--- config.mk ---
export PLATFORM = sky130hd
export DESIGN_NAME = ps2_tx
export DESIGN_NICKNAME = d
export VERILOG_FILES = /design/src/rtl/ps2_pkg.sv /design/src/rtl/ps2_clk_filter.sv /design/src/rtl/ps2_tx.sv
export SDC_FILE = /design/constraint.sdc
export NUM_CORES = 1
export LEC_CHECK = 0
export ABC_AREA = 1
export BUFFER_PORTS_ARGS = -buffer_cell sky130_fd_sc_hd__buf_2
export CELL_PAD_IN_SITES_DETAIL_PLACEMENT = 2
export CELL_PAD_IN_SITES_GLOBAL_PLACEMENT = 2
export CORE_ASPECT_RATIO = 1.75
export CORE_MARGIN = 10
export CORE_UTILIZATION = 31
export DETAILED_ROUTE_END_ITERATION = 10
export MAX_ROUTING_LAYER = met4
export PLACE_DENSITY = 0.73
export SYNTH_ARGS = -nofsm -noshare
export SYNTH_HDL_FRONTEND = slang
export SYNTH_SLANG_ARGS = --single-unit
--- constraint.sdc ---
create_clock -name clk -period 1.7 [get_ports clk]
set_clock_uncertainty 0.15 [all_clocks]
set_input_delay 0.425 -clock clk [delete_from_list [all_inputs] [get_ports clk]]
set_output_delay 0.425 -clock clk [all_outputs]
set_load 0.05 [all_outputs]
--- src/rtl/ps2_pkg.sv ---
// Shared PS/2 definitions: transmitter state encoding,
// keyboard command/scan constants and clock filter length.
package ps2_pkg;

  typedef enum logic [2:0] {
    ST_IDLE,
    ST_RTS,
    ST_START,
    ST_DATA,
    ST_STOP
  } tx_state_e;

  localparam logic [7:0] CMD_BREAK    = 8'hF0;
  localparam logic [7:0] CMD_ACK      = 8'hFA;
  localparam logic [7:0] CMD_SET_LEDS = 8'hED;
  localparam logic [7:0] CMD_KB_RESET = 8'hFF;
  localparam logic [7:0] CMD_ECHO     = 8'hEE;

  localparam int FILTER_LEN = 8;

  // Data is held low for this many cycles at the end of the inhibit.
  localparam int RTS_DATA_CYCLES = 16;

endpackage

--- src/rtl/ps2_clk_filter.sv ---
// PS/2 clock de-glitcher: the filtered level only moves once
// FILTER_LEN consecutive raw samples agree.
module ps2_clk_filter
  import ps2_pkg::*;
(
  input  logic clk,
  input  logic reset,
  input  logic ps2c_i,
  output logic filt_o,
  output logic neg_edge_o
);

  logic [FILTER_LEN-1:0] shift_q, shift_d;
  logic                  filt_q, filt_d;

  always_comb begin
    shift_d = {ps2c_i, shift_q[FILTER_LEN-1:1]};
    filt_d  = filt_q;
    if (&shift_q) begin
      filt_d = 1'b1;
    end else if (~|shift_q) begin
      filt_d = 1'b0;
    end
  end

  always_ff @(posedge clk) begin
    if (reset) begin
      shift_q <= '0;
      filt_q  <= 1'b0;
    end else begin
      shift_q <= shift_d;
      filt_q  <= filt_d;
    end
  end

  assign filt_o     = filt_q;
  assign neg_edge_o = filt_q & ~filt_d;

endmodule

--- src/rtl/ps2_tx.sv ---
// Host-to-device PS/2 transmitter: request-to-send, then one
// odd-parity byte clocked out by the device, with ACK capture.
module ps2_tx
  import ps2_pkg::*;
#(
  parameter int INHIBIT_CYCLES = 5000,
  parameter int TIMEOUT_CYCLES = 1_000_000
) (
  input  logic       clk,
  input  logic       reset,
  input  logic       wr_ps2,
  input  logic [7:0] din,
  input  logic       ps2c_in,
  input  logic       ps2d_in,
  output logic       ps2c_drive_low,
  output logic       ps2d_drive_low,
  output logic       tx_idle,
  output logic       tx_done_tick,
  output logic       tx_err
);

  localparam int CNT_MAX = (INHIBIT_CYCLES > TIMEOUT_CYCLES) ?
                           INHIBIT_CYCLES : TIMEOUT_CYCLES;
  localparam int CW = $clog2(CNT_MAX + 1);

  localparam logic [CW-1:0] INH_LAST  = CW'(INHIBIT_CYCLES - 1);
  localparam logic [CW-1:0] DATA_FROM =
    CW'(INHIBIT_CYCLES - RTS_DATA_CYCLES);
  localparam logic [CW-1:0] TO_LAST   = CW'(TIMEOUT_CYCLES - 1);

  tx_state_e       state_q, state_d;
  logic [CW-1:0]   cnt_q, cnt_d;
  logic [3:0]      bits_q, bits_d;
  logic [8:0]      frame_q, frame_d;
  logic            err_q, err_d;
  logic            done_q, done_d;
  logic            filt;
  logic            neg_edge;
  logic            timeout;

  ps2_clk_filter u_filt (
    .clk        (clk),
    .reset      (reset),
    .ps2c_i     (ps2c_in),
    .filt_o     (filt),
    .neg_edge_o (neg_edge)
  );

  assign timeout = (cnt_q == TO_LAST);

  always_comb begin
    state_d = state_q;
    cnt_d   = cnt_q + 1'b1;
    bits_d  = bits_q;
    frame_d = frame_q;
    err_d   = err_q;
    done_d  = 1'b0;
    unique case (state_q)
      ST_IDLE: begin
        cnt_d = '0;
        if (wr_ps2) begin
          state_d = ST_RTS;
          frame_d = {~^din, din};
          err_d   = 1'b0;
        end
      end
      ST_RTS: begin
        if (cnt_q == INH_LAST) begin
          state_d = ST_START;
          cnt_d   = '0;
        end
      end
      ST_START: begin
        if (neg_edge) begin
          state_d = ST_DATA;
          bits_d  = 4'd8;
          cnt_d   = '0;
        end else if (timeout) begin
          state_d = ST_IDLE;
          err_d   = 1'b1;
          done_d  = 1'b1;
          cnt_d   = '0;
        end
      end
      ST_DATA: begin
        if (neg_edge) begin
          cnt_d = '0;
          if (bits_q == 4'd0) begin
            state_d = ST_STOP;
          end else begin
            frame_d = frame_q >> 1;
            bits_d  = bits_q - 4'd1;
          end
        end else if (timeout) begin
          state_d = ST_IDLE;
          err_d   = 1'b1;
          done_d  = 1'b1;
          cnt_d   = '0;
        end
      end
      ST_STOP: begin
        // Device pulls data low on the 11th edge to acknowledge.
        if (neg_edge) begin
          state_d = ST_IDLE;
          err_d   = ps2d_in;
          done_d  = 1'b1;
          cnt_d   = '0;
        end else if (timeout) begin
          state_d = ST_IDLE;
          err_d   = 1'b1;
          done_d  = 1'b1;
          cnt_d   = '0;
        end
      end
      default: begin
        state_d = ST_IDLE;
        cnt_d   = '0;
      end
    endcase
  end

  always_ff @(posedge clk) begin
    if (reset) begin
      state_q <= ST_IDLE;
      cnt_q   <= '0;
      bits_q  <= '0;
      frame_q <= '0;
      err_q   <= 1'b0;
      done_q  <= 1'b0;
    end else begin
      state_q <= state_d;
      cnt_q   <= cnt_d;
      bits_q  <= bits_d;
      frame_q <= frame_d;
      err_q   <= err_d;
      done_q  <= done_d;
    end
  end

  always_comb begin
    ps2d_drive_low = 1'b0;
    unique case (state_q)
      ST_RTS:   ps2d_drive_low = (cnt_q >= DATA_FROM);
      ST_START: ps2d_drive_low = 1'b1;
      ST_DATA:  ps2d_drive_low = ~frame_q[0];
      default:  ps2d_drive_low = 1'b0;
    endcase
  end

  assign ps2c_drive_low = (state_q == ST_RTS);
  assign tx_idle        = (state_q == ST_IDLE);
  assign tx_done_tick   = done_q;
  assign tx_err         = err_q;

  logic unused_filt;
  assign unused_filt = filt;

endmodule

* Word-level counts from Yosys, hierarchy flattened
Index checks and enable logic that the tools add are counted.
** Storage, ports and cells
- Output and inout bits :: 5
- Bits in latches :: 0
- Flip-flop bits (word level) :: 47
- Bits in read-only memories :: 0
- Memory bits (writable) :: 0
- Logic and storage cells :: 73
- Input bits :: 13
- Memories kept :: 0
** Cells by class
- Equal/unequal tests :: 13
- Reduce and logical (&&, ||, !) cells :: 14
- Bitwise gates (word level) :: 3
- Shift operators :: 0
- Magnitude comparators :: 1
- Add/subtract/negate cells :: 2
- $mul :: 0
- Mux-type cells :: 32
- Divide/modulo/power cells :: 0
** Operators with widths (count)
- 20-bit two-way mux :: 3
- 20-bit one-hot mux with 2 select lines :: 1
- 9-bit two-way mux :: 3
- 3-bit two-way mux :: 7
- 20-bit by 1-bit adder with 20-bit output, second input constant :: 1
- 20-bit by 13-bit equality test with 1-bit output, second input constant :: 1
- 20-bit equality test, second input constant :: 1
- 20-bit by 13-bit >= comparator with 1-bit output, second input constant :: 1
- 9-bit one-hot mux with 2 select lines :: 1
- 3-bit one-hot mux with 5 select lines :: 1
- 4-bit two-way mux :: 3
- 2-bit inequality test, second input constant :: 5
- 1-bit two-way mux :: 9
- 4-bit one-hot mux with 2 select lines :: 1
- 4-bit AND reduction :: 2
- 8-bit AND reduction :: 1
- 8-bit OR reduction :: 1
- 8-bit XNOR reduction :: 1
- 3-bit by 2-bit equality test with 1-bit output, second input constant :: 2
- 1-bit one-hot mux with 3 select lines :: 2
- 3-bit AND reduction :: 2
- 4-bit logical NOT :: 1
- 2-bit nonzero test :: 2
- 4-bit by 1-bit subtractor with 4-bit output, second input constant :: 1
- 11 further kinds :: 12

* Longest topological paths before layout
- Depth after elaboration :: 7
- Mapped depth :: 13
- Mapped depth without buffers :: 12

* Modules after synthesis
From an unflattened synthesis, not the netlist that was laid out.
** Unflattened totals
- Cell total of the unflattened synthesis :: 362
- Area total of the unflattened synthesis :: 2496.1 um^2
** By module, submodules not included
- ps2_tx :: area each 2168.3 um^2, cells each 321, seq. area each 760.7 um^2, times used 1
- ps2_clk_filter :: area each 327.8 um^2, cells each 41, seq. area each 180.2 um^2, times used 1

* Worst setup path before layout
No wires, ideal clock.
- Path kind :: reg-to-output
- From :: register state_q[2]
- To :: output port ps2d_drive_low
- Cell stages (with the launch flop) :: 6
- Buffers on the path :: 0
- Required time :: 1.125 ns
- Path slack :: -0.828 ns
- Data arrival time :: 1.953 ns
- Cell sequence :: dfxtp_1 -> inv_2 -> nand2_1 -> nor2_1 -> o21ai_0 -> o211ai_1
** Between the ends
- Word-level cells in the longest chain between the ends :: 2
- Elaborated cells between the ends (all ways) :: 4
- Those cells by class :: eq/ne: 3; mux: 1
** RTL lines
- start, declared :: line ps2_tx.sv:31 : tx_state_e state_q, state_d;
- start signal, assigned :: line ps2_tx.sv:131 : state_q <= state_d;
- 3-bit by 1-bit equality test with 1-bit output
- named net ps2c_drive_low :: line ps2_tx.sv:15 : output logic ps2c_drive_low,
- 1-bit one-hot mux with 3 select lines :: line ps2_tx.sv:142 : unique case (state_q)
- end, declared :: line ps2_tx.sv:16 : output logic ps2d_drive_low,
The timed path passes the listed nets, and every way through them passes these cells.

* Final worst setup path
- From :: register cnt_q[6]
- To :: output port ps2d_drive_low
** Between the ends
- Word-level cells in the longest chain between the ends :: 2
** RTL lines
- start, declared :: line ps2_tx.sv:32 : logic [CW-1:0] cnt_q, cnt_d;
- start signal, assigned :: line ps2_tx.sv:132 : cnt_q <= cnt_d;
- 20-bit by 13-bit >= comparator with 1-bit output :: line ps2_tx.sv:143 : ST_RTS: ps2d_drive_low = (cnt_q >= DATA_FROM);
- 1-bit one-hot mux with 3 select lines :: line ps2_tx.sv:142
No other way between the ends.

==> out/metrics.yaml <==
grt_pass1_wl_microns: 19150
die_area_sq_um: 12640
path_max_fanout: 2
rsz0062_at_grt: "yes"
htree_num_levels: 2
criticalPathCategory: "reg2out"
cp.arrival_ns: 1.55
cts-root-buf: "clkbuf_16"
cp-end-kind: "output port"
cap_violations: 0
syn_nets: 376
io_buffer_count: 17
multi_input_area_sq_um: 1992
post_drt_wl_per_cell_microns: 25.91
fp.dieH_microns: 141.4
grt-ovfl-total: 0
layout.nets: 492
seq_area_sq_um: 972.2
critPathRequiredTime_ns: 1.12
tightest_slew_ns: 0.3729
drt_iter0_drc: 143
clk_pin_slew_worst_paths_ns: 0.07
grt_usage_pct: 21.09
hold_depth: 3
cts_buffer_depth: 2
path_common_cell: "o21ai_2"
initial_core_util_pct: 31.62
rows: 44
dp_hpwl_microns: 7065
drc: 0
cp_slowest_stage_delay_ns: 0.35
status: "finished, violations left"
worst_hold_path_type: "in2reg"
antenna_found_initial: 0
grt_max_degree: 18
synth-seq-cells: 47
ys_warn_count: 0
crit_family: "compound AO/OA/AOI/OAI gates"
utilization_pct: 53.23
final.setup.worst_slack_ns: -0.4275
start_kind: "register"
violations: "negative setup slack"
vias_per_cell: 5.273
r2r_slack_ns: -0.25
core_sq_um: 8258
path_cells: "nand2_2 -> nor2_4 -> o21ai_2 -> a21oi_2 -> o21ai_2 -> o211ai_1 -> buf_4"
cts.sinks: 47
fmax_ghz: 0.4700
drtAntennaViolNets: 0
drive_gt1_share_pct: 60.71
path_depth: 7
drv_slew: 0
ys_seq_area_share_pct: 36.03
place_congestion: 0.8436
hold_slack_ns: 0.1687
worstSkewPairLatency_ns: 0.30
cellPowerDensity_nw_per_um2: 1024
syn-cell-area_sq_um: 2611
syn_inst: 360
min_period_ns: 2.127
min_period_over_period_pct: 125.1
fp.dieW_microns: 89.38
rr_worst_depth: 11
vias: 2995
postSynthAreaPerCell_sq_um: 7.253
p_leak_nw: 1.842
cpMaxStageDelayCell: "dfxtp_2"
io_pins: 18
drtPass1Iterations: 4
final_cell_mix: "76 x buf_4, 39 x nand2_1, 37 x inv_1"
setup_viol: 40
cts_tree: "built"
grt_pass1_vias: 3457
wl_microns: 14720
path_buf_inv: 1
final_common_cell: "buf_4"
final_hold_viol_count: 0
ir_worst_vdd_uv: 664.5
cts_made_buffers: 5
synth.distinct_cells: 36
antenna-diode-count: 0
fill_cells: 876
syn_to_final_growth_pct: 68.33
relSlewSlack_pct: 74.96
==> tightest hold or removal path, stage by stage <==
cell,delay (ns)
buf_2,0.07
inv_1,0.03
nor2_1,0.06
==> final timing paths <==
kind / start / endpoint
worst max register to register: cnt_q[6] / cnt_q[17]
worst min register to register: u_filt.shift_q[6] / u_filt.shift_q[5]
worst max-delay path: cnt_q[6] / ps2d_drive_low
worst min-delay path: ps2c_in / u_filt.shift_q[7]
==> registers in the layout (all words and copies together) (netlist names) <==
register        cells
tx_done_tick        1
cnt_q              20
u_filt.shift_q      8
bits_q              4
u_filt.filt_o       1
frame_q             9
state_q             3
tx_err              1
==> final cells by class <==
cell class              count  area share, %
flip-flops and latches     47          22.12
multi-input cells         254          45.32
well taps                  92          2.619
repair buffers            112          21.55
clock inverters             1         0.1139
clock buffers               6          3.160
inverters                  56          5.124
==> cells by family (layout without fill, tap and decap cells) <==
kind of cell    after synthesis  count (layout)  share of synthesized area [%]
simple gates                186             189                          35.51
flops                        47              47                          36.03
buf+inv                      62             175                          9.918
compound gates               43              43                          10.73
xor+xnor                     19              19                          6.373
fa+ha+maj                     3               3                          1.438
==> synth_stat cells (all sizes together) <==
master,instances,share of area (%)
xor2,10,3.4
o31ai,1,0.29
o21ai,19,3.8
nor3b,1,0.29
nand4,4,0.96
xnor2,9,3.0
nor3,6,1.3
nor4,1,0.24
nor2,78,15
o22ai,1,0.24
dfxtp,47,36
inv,56,8.0
and3,1,0.24
buf,3,1.4
or2,2,0.48
nand2,74,13
ha,3,1.4
nand3,19,4.0
a211oi,7,3.4
clkbuf,3,0.48
o211ai,2,0.57
a21oi,13,2.5
==> report_power, final <==
part	internal, mW	switching, mW
Combinational	0.887	1.27
Sequential	1.21	0.0860
Clock	0.576	0.467
Total	2.68	1.83
==> metrics by stage <==
stage | power (mW) | cells | setup slack (ns) | instance area [sq um] | setup TNS (ns)
final | 4.502 | 568 | -0.4275 | 4395 | -6.006
after global routing | 4.679 | 568 | -0.5037 | 4395 | -8.098
after CTS | 4.058 | 554 | -0.3268 | 3946 | -1.988
after detailed placement | 2.481 | 530 | -0.2033 | 3309 | -4.996
after global placement | 2.420 | 530 | -0.1283 | 3309 | -2.594
after floorplan | 2.059 | 360 | -0.5498 | 2624 | -3.861
==> layer usage <==
layer | track usage (%) | vias to the layer above | share of wire (%)
met1 | 17.35 | 1503 | 32
met4 | 13.64 | 0 | 7.3
li1 | - | 1357 | -
met3 | 3.211 | 59 | 2.4
met2 | 40.68 | 76 | 58
met5 | - | - | 0
==> repair_timing <==
action,CTS,global route
resized for setup,96,102
setup buffers,13,16
pin swaps,29,40
setup endpoints to repair,40,41
hold buffers,0,0
gates cloned,4,0
No activity file was read; power rests on OpenSTA's default activity.
